## src/rtl/modadd_acc.sv

```systemverilog
// modadd_acc: streaming mod-q accumulator for Kyber coefficients.
//
// The block takes a frame of LEN coefficients on a valid/ready input stream.
// It returns the frame sum mod Q_VALUE on a valid/ready output stream.
// Each coefficient is first brought into 0..Q-1 with one conditional
// subtraction. Each add then uses a single conditional correction, the same
// scheme as the combinational mod-q subtractor.
//
// Ports:
//   clk        clock, all state changes on the rising edge
//   rst        synchronous reset, active-high, discards any partial/pending frame
//   in_valid   in_data is valid
//   in_ready   block can accept in_data (low only while holding a result)
//   in_data    coefficient, nominally 0..Q-1 (anything below 2Q is reduced)
//   out_valid  out_data holds a frame result
//   out_ready  downstream accepts out_data
//   out_data   frame sum mod Q, always 0..Q-1
//   busy       high while a frame is partially accumulated
module modadd_acc #(
  parameter int unsigned   LOGQ    = 12,
  parameter logic [LOGQ:0] Q_VALUE = 13'd3329,
  parameter int unsigned   LEN     = 256,
  parameter int unsigned   CNTW    = 8
) (
  input  logic            clk,
  input  logic            rst,
  input  logic            in_valid,
  output logic            in_ready,
  input  logic [LOGQ-1:0] in_data,
  output logic            out_valid,
  input  logic            out_ready,
  output logic [LOGQ-1:0] out_data,
  output logic            busy
);

  typedef enum logic [1:0] {StIdle, StAcc, StHold} state_e;

  localparam logic [CNTW-1:0] LastCnt = CNTW'(LEN - 1);
  localparam bit              LenOne  = (LEN == 1);

  state_e          state;
  logic [LOGQ-1:0] acc;
  logic [CNTW-1:0] cnt;

  logic [LOGQ-1:0] x;
  logic [LOGQ-1:0] acc_next;
  logic [LOGQ:0]   in_ext;
  logic [LOGQ:0]   in_sub;
  logic [LOGQ:0]   s;
  logic [LOGQ:0]   t;

  // Pre-reduction is one subtraction because the widest input is below 2Q.
  // The add needs one correction because acc + x <= 2Q-2. If s < Q, then
  // t = s - Q borrows and its top bit is set, so s is kept.
  always_comb begin
    in_ext   = {1'b0, in_data};
    in_sub   = in_ext - Q_VALUE;
    x        = (in_ext >= Q_VALUE) ? in_sub[LOGQ-1:0] : in_data;
    s        = {1'b0, acc} + {1'b0, x};
    t        = s - Q_VALUE;
    acc_next = t[LOGQ] ? s[LOGQ-1:0] : t[LOGQ-1:0];
  end

  // Both handshake outputs are decoded from state alone. So in_ready never
  // depends on in_valid, and out_valid never depends on out_ready.
  assign in_ready = (state != StHold);
  assign busy     = (state == StAcc);

  always_ff @(posedge clk) begin
    if (rst) begin
      state     <= StIdle;
      acc       <= '0;
      cnt       <= '0;
      out_valid <= 1'b0;
      out_data  <= '0;
    end else begin
      unique case (state)
        StIdle: begin
          if (in_valid) begin
            acc <= x;
            cnt <= CNTW'(1);
            if (LenOne) begin
              state     <= StHold;
              out_data  <= x;
              out_valid <= 1'b1;
            end else begin
              state <= StAcc;
            end
          end
        end
        StAcc: begin
          if (in_valid) begin
            acc <= acc_next;
            cnt <= cnt + CNTW'(1);
            if (cnt == LastCnt) begin
              state     <= StHold;
              out_data  <= acc_next;
              out_valid <= 1'b1;
            end
          end
        end
        StHold: begin
          // out_data stays untouched here, so it is stable under backpressure.
          if (out_ready) begin
            out_valid <= 1'b0;
            cnt       <= '0;
            state     <= StIdle;
          end
        end
        default: state <= StIdle;
      endcase
    end
  end

endmodule

```

## config.mk

```make
export PLATFORM = sky130hd
export DESIGN_NAME = modadd_acc
export DESIGN_NICKNAME = d
export VERILOG_FILES = /design/src/rtl/modadd_acc.sv
export SDC_FILE = /design/constraint.sdc
export NUM_CORES = 1
export LEC_CHECK = 0
export ABC_CLOCK_PERIOD_IN_PS = 6300
export CELL_PAD_IN_SITES_DETAIL_PLACEMENT = 1
export CELL_PAD_IN_SITES_GLOBAL_PLACEMENT = 1
export CORE_UTILIZATION = 48
export CTS_CLUSTER_DIAMETER = 150
export DETAILED_ROUTE_END_ITERATION = 16
export DONT_BUFFER_PORTS = 1
export PLACE_DENSITY_LB_ADDON = 0.1
export SLEW_MARGIN = 5
export SYNTH_ARGS = -nofsm -noshare
export SYNTH_HDL_FRONTEND = slang
export SYNTH_SLANG_ARGS = --single-unit
```

## constraint.sdc

```tcl
create_clock -name clk -period 6.3 [get_ports clk]
set_input_delay 0.63 -clock clk [delete_from_list [all_inputs] [get_ports clk]]
set_output_delay 0.63 -clock clk [all_outputs]
set_load 0.02 [all_outputs]
```

Yosys cells after proc, flatten, opt, wreduce, memory -nomap -nowiden
Index checks and enable logic that the tools add are counted.

Bits in registers: 35. Word-level logic and storage cells: 45. Bits of input ports: 16. Output and inout bits: 15.

Reduce and logical (&&, ||, !) cells: 9. Add/sub/neg operators: 4. Mux-type cells: 18. Eq/ne operators: 8. $lt $le $gt $ge: 1.

Operators with widths (count): two-way mux 12 bit (4); two-way mux 8 bit (3); one-hot mux 12 bit (2 select lines) (1); one-hot mux 8 bit (3 select lines) (1); adder 12 x 12 -> 13 bit (1); subtractor 13 x 12 -> 13 bit (second input constant) (1); >= comparator 12 bit (second input constant) (1); AND reduction 4 bit (3); subtractor 12 bit (second input constant) (1); adder 8 x 1 -> 8 bit (second input constant) (1); equality test 8 bit (second input constant) (1); two-way mux 2 bit (4); inequality test 2 bit (second input constant) (4); one-hot mux 2 bit (3 select lines) (1); AND reduction 3 bit (2); nonzero test 2 bit (2); two-way mux 1 bit (3); nonzero test 3 bit (1); equality test 2 x 1 -> 1 bit (second input constant) (1); equality test 2 bit (second input constant) (1); logical NOT 2 bit (1); inequality test 2 x 1 -> 1 bit (second input constant) (1); one-hot mux 1 bit (2 select lines) (1).

Depth between registers and ports, before layout
Depth after elaboration: 7. Gate-level depth with buffers: 20. Mapped depth without buffers: 19.

Worst setup path after synthesis
Ideal clock, no wire load.

Path type: input-to-reg. From: in in_data[5]. To: reg acc[3]. Buffers on the path: 0. Arrival: 4695 ps. Stages: 18. Path slack: 1476 ps. Data required time: 6171 ps. Setup time: 129 ps. Cell sequence: or4_1 -> nor3_1 -> a21bo_2 -> a21oi_1 -> xnor2_1 -> ha_1 -> inv_1 -> fa_1 -> and2b_1 -> o2111ai_1 -> a21oi_2 -> o22ai_4 -> or2_4 -> a211o_1 -> a21oi_4 -> mux2i_2 -> mux2i_1 -> o211ai_1.

Longest elaborated chain between the ends: 7. Elaborated cells on any way between the ends: 9. Those cells by class: add/sub: 3; order compare: 1; mux: 5.

RTL lines: start: declaration (line 29) `input logic [LOGQ-1:0] in_data,`; subtractor 12 bit / >= comparator 12 bit (equally long branches) (line 57, 58); two-way mux 12 bit (*) (line 58) `x = (in_ext >= Q_VALUE) ? in_sub[LOGQ-1:0] : in_data;`; adder 12 x 12 -> 13 bit (line 59) `s = {1'b0, acc} + {1'b0, x};`; subtractor 13 x 12 -> 13 bit (line 60) `t = s - Q_VALUE;`; two-way mux 12 bit (line 61) `acc_next = t[LOGQ] ? s[LOGQ-1:0] : t[LOGQ-1:0];`; two-way mux 12 bit (line 92) `if (in_valid) begin`; one-hot mux 12 bit (2 select lines) (*) (line 77) `unique case (state)`; end signal: assignment (line 93) `acc <= acc_next;`; end: declaration (line 42) `logic [LOGQ-1:0] acc;`.

Every way passes the cells marked *; elsewhere a longest branch is shown, timed or not. The select of a mux whose other input is x is not followed. A chain may end at the register's enable or synchronous reset.

Worst setup path in the final report
From: in in_data[5]. To: reg acc[4].

Same word-level chain as after synthesis.

==> impl_metrics.env <==
export IMPL_post_drt_via_cell_ratio=6.19
export IMPL_slew_viol_final=0
export IMPL_synth_flop_cell="dfxtp_1"
export IMPL_hold_buffers=0
export IMPL_detailroute_via_count=2868
export IMPL_post_route_cell_area_mm2=0.00319
export IMPL_globalRoute_totalOverflow=0
export IMPL_critical_path_max_fanout=8
export IMPL_worst_endpoint_arrival_ns=5.53
export IMPL_ff_latch_area_um2=701
export IMPL_routed_wl_um=8930
export IMPL_largest_net_degree_at_the_start_of_global_routing=30
export IMPL_crit_required_ns=6.46
export IMPL_cts_buffers_inserted=5
export IMPL_final_layout_size_suffix_gt1_share_pct=9.28
export IMPL_starting_density_of_the_core_pct=50.8
export IMPL_drc=0
export IMPL_yosysSeqAreaShare_pct=22.7
export IMPL_met3_usage_pct=7.14
export IMPL_insertion_delay_of_the_later_clocked_pin_in_the_worst_skew_pair_ns=0.29
export IMPL_timing_final_crit_share_pct=85.3
export IMPL_first_global_vias=2808
export IMPL_grt_util_met1_pct=37.0
export IMPL_cp_end_kind="flop"
export IMPL_area_growth_synth_to_final_pct=3.49
export IMPL_ctsRootBufferMaster="clkbuf_8"
export IMPL_grt_met2_usage_pct=44.5
export IMPL_post_layout_nonfiller_instances=463
export IMPL_wl_per_cell_um=19.3
export IMPL_std_cell_rows=28
export IMPL_yosys_register_bits=35
export IMPL_final_period_minus_worst_setup_slack_ns=5.37
export IMPL_setup_worst_path_class="in -> reg"
export IMPL_fill_cells=780
export IMPL_drtPass1Iterations=4
export IMPL_dominant_cell_type_by_area_after_synthesis="dfxtp_1"
export IMPL_timing_slew_headroom_pct=41.8
export IMPL_synth_cell_area_mm2=0.00308
export IMPL_netlist_top_cells_count="nand2_1, nor2_1, dfxtp_1, a21oi_1, ha_1"
export IMPL_dp_hpwl_um=7150
export IMPL_finalSetupViolCount=0
export IMPL_top_usage_layer="met2"
export IMPL_cellPowerDensity_mw_per_mm2=246
export IMPL_synth_area_per_cell_um2=7.88
export IMPL_vdd_ir_drop_worst_uv=136
export IMPL_grt_first_pass_wirelength_um=14000
export IMPL_totalNegativeSetupSlack_ns=0
export IMPL_placeableCoreArea_mm2=0.00606
export IMPL_io_pin_count=31
export IMPL_drt_initial_drc_count=120
export IMPL_synthArstFlopShare_pct=0
export IMPL_cts_repair_resized=0
export IMPL_worstMarginPinSlew_ns=0.873
export IMPL_post_dp_cell_area_mm2=0.00310
export IMPL_ant_nets=0
export IMPL_max_cap_viol_count=0
export IMPL_outcome="completed"
export IMPL_holdWs_ns=0.400
export IMPL_cts_num_sinks=35
export IMPL_dpl_cell_count=455
export IMPL_synthDominantCellAreaShare_pct=22.7
export IMPL_cts_repair_timing_setup_buffer_count=0
export IMPL_ys_top_cells_by_area="dfxtp_1, ha_1, nand2_1, xnor2_1, nor2_1"
export IMPL_synthesis_yosys_warnings=0
export IMPL_tritoncts="done"
export IMPL_cts_htree_levels=2
export IMPL_gp_congestion=0.833
export IMPL_final_hold_viol_count=0
export IMPL_design_die_area_mm2=0.00674
export IMPL_maximum_clock_insertion_buffer_count=2
export IMPL_multi_input_comb_area_mm2=0.00223
export IMPL_mappedNetlistNets=428
export IMPL_synth_cells=391
export IMPL_clkTransAtPathRegs_ns=0.07
export IMPL_insertedDiodeCount=0
export IMPL_rsz0062_at_grt="false"
export IMPL_setup_worst_path_start_class="primary input"
export IMPL_number_of_flops_mapped_to_enable_cells_by_yosys=0
export IMPL_yosysMostFrequentCell="nand2_1"
export IMPL_clock_skew_final_ns=0.00537
export IMPL_io_buffer_count=0
export IMPL_chipHeight_um=82.1
export IMPL_min_delay_path_class="in -> reg"
export IMPL_top_achievable_clock_speed_ghz=0.186
export IMPL_groute_usage_overall_pct=27.7
export IMPL_synth_cell_type_count=74
export IMPL_design_final_nets=424
export IMPL_leakage_nw=1.17
export IMPL_grt_antenna_before_repair=0
export IMPL_dieWidth_um=82.1
export IMPL_power_total_mw=0.786
-- cell families (layout without fill, tap and decap cells) --
family | count (synthesis) | count (layout) | synth area share, %
buffers and inverters | 30 | 27 | 5.08
XOR/XNOR | 31 | 31 | 8.81
multiplexers | 9 | 9 | 3.05
AO/OA/AOI/OAI | 119 | 119 | 28.8
adder cells (fa/ha/maj) | 21 | 21 | 8.77
flip-flops | 35 | 35 | 22.7
AND/OR/NAND/NOR | 146 | 146 | 22.7
-- cells in the final DEF, fill, tap and decap left out, drive strengths merged, types with 2 or more instances in the layout --
cell / Yosys / final
a211o: 3 / 3
a211oi: 14 / 14
a21boi: 2 / 2
a21o: 10 / 10
a21oi: 25 / 25
a22oi: 7 / 7
a31oi: 3 / 3
and2: 4 / 4
and2b: 2 / 2
and3: 3 / 3
buf: 4 / 2
clkbuf: 9 / 6
dfxtp: 35 / 35
ha: 20 / 20
inv: 17 / 17
mux2i: 9 / 9
nand2: 51 / 51
nand3: 13 / 13
nand3b: 2 / 2
nand4: 5 / 5
nor2: 36 / 36
nor2b: 2 / 2
nor3: 13 / 13
nor4: 2 / 2
o2111ai: 3 / 3
o211ai: 3 / 3
o21a: 4 / 4
o21ai: 19 / 19
o221ai: 2 / 2
o22ai: 7 / 7
o31ai: 3 / 3
or2: 3 / 3
or3: 2 / 2
or4: 5 / 5
xnor2: 19 / 19
xor2: 12 / 12
-- sequential cells by signal (all words and copies together) (netlist names) --
| register | flops |
|---|---|
| acc | 12 |
| cnt | 8 |
| out_data | 12 |
| out_valid | 1 |
| state | 2 |
-- worst paths after layout --
check,depth (start not counted),start,slack (ns),to
min,1,rst,0.40,out_data[2]
max reg2reg,13,acc[0],2.58,acc[4]
min reg2reg,1,acc[9],0.49,acc[9]
max,18,in_data[5],0.93,acc[4]
-- critical path, cell delays in order --
cell	delay, ns
or4_1	0.56
nor3_1	0.38
a21bo_2	0.20
a21oi_1	0.16
xnor2_1	0.30
ha_1	0.26
inv_1	0.07
fa_1	0.40
and2b_1	0.23
o2111ai_1	0.20
a21oi_2	0.31
o22ai_4	0.15
or2_4	0.26
a211o_1	0.34
a21oi_4	0.37
mux2i_1	0.26
xor2_1	0.32
o22ai_1	0.13
-- layout make-up --
type,instances,area share [%]
Clock inverter,2,0.392
Clock buffer,6,2.28
Tap cell,75,2.94
Inverter,17,2.00
Timing Repair Buffer,2,0.471
Sequential cell,35,22.0
Multi-Input combinational cell,326,69.9
-- where the power goes --
part           switching (mW)  leakage, nW  internal [mW]
logic                   0.244        0.842          0.139
registers              0.0102        0.285          0.234
clock network          0.0815       0.0412         0.0772
-- metal layers --
metal	share of wire, %	wire [µm]
met3	5.3	469
met2	45	3980
met5	0	0
met4	1.1	102
met1	49	4370
-- through the flow --
stage,worst slack [ns],util (%)
6_report,0.926,52.6
3_3_place_gp,0.813,51.2
4_1_cts,0.946,52.6
2_1_floorplan,1.48,-
5_1_grt,0.607,52.6
3_5_place_dp,0.662,51.2
Note: power is estimated with default switching activity, not from simulation.
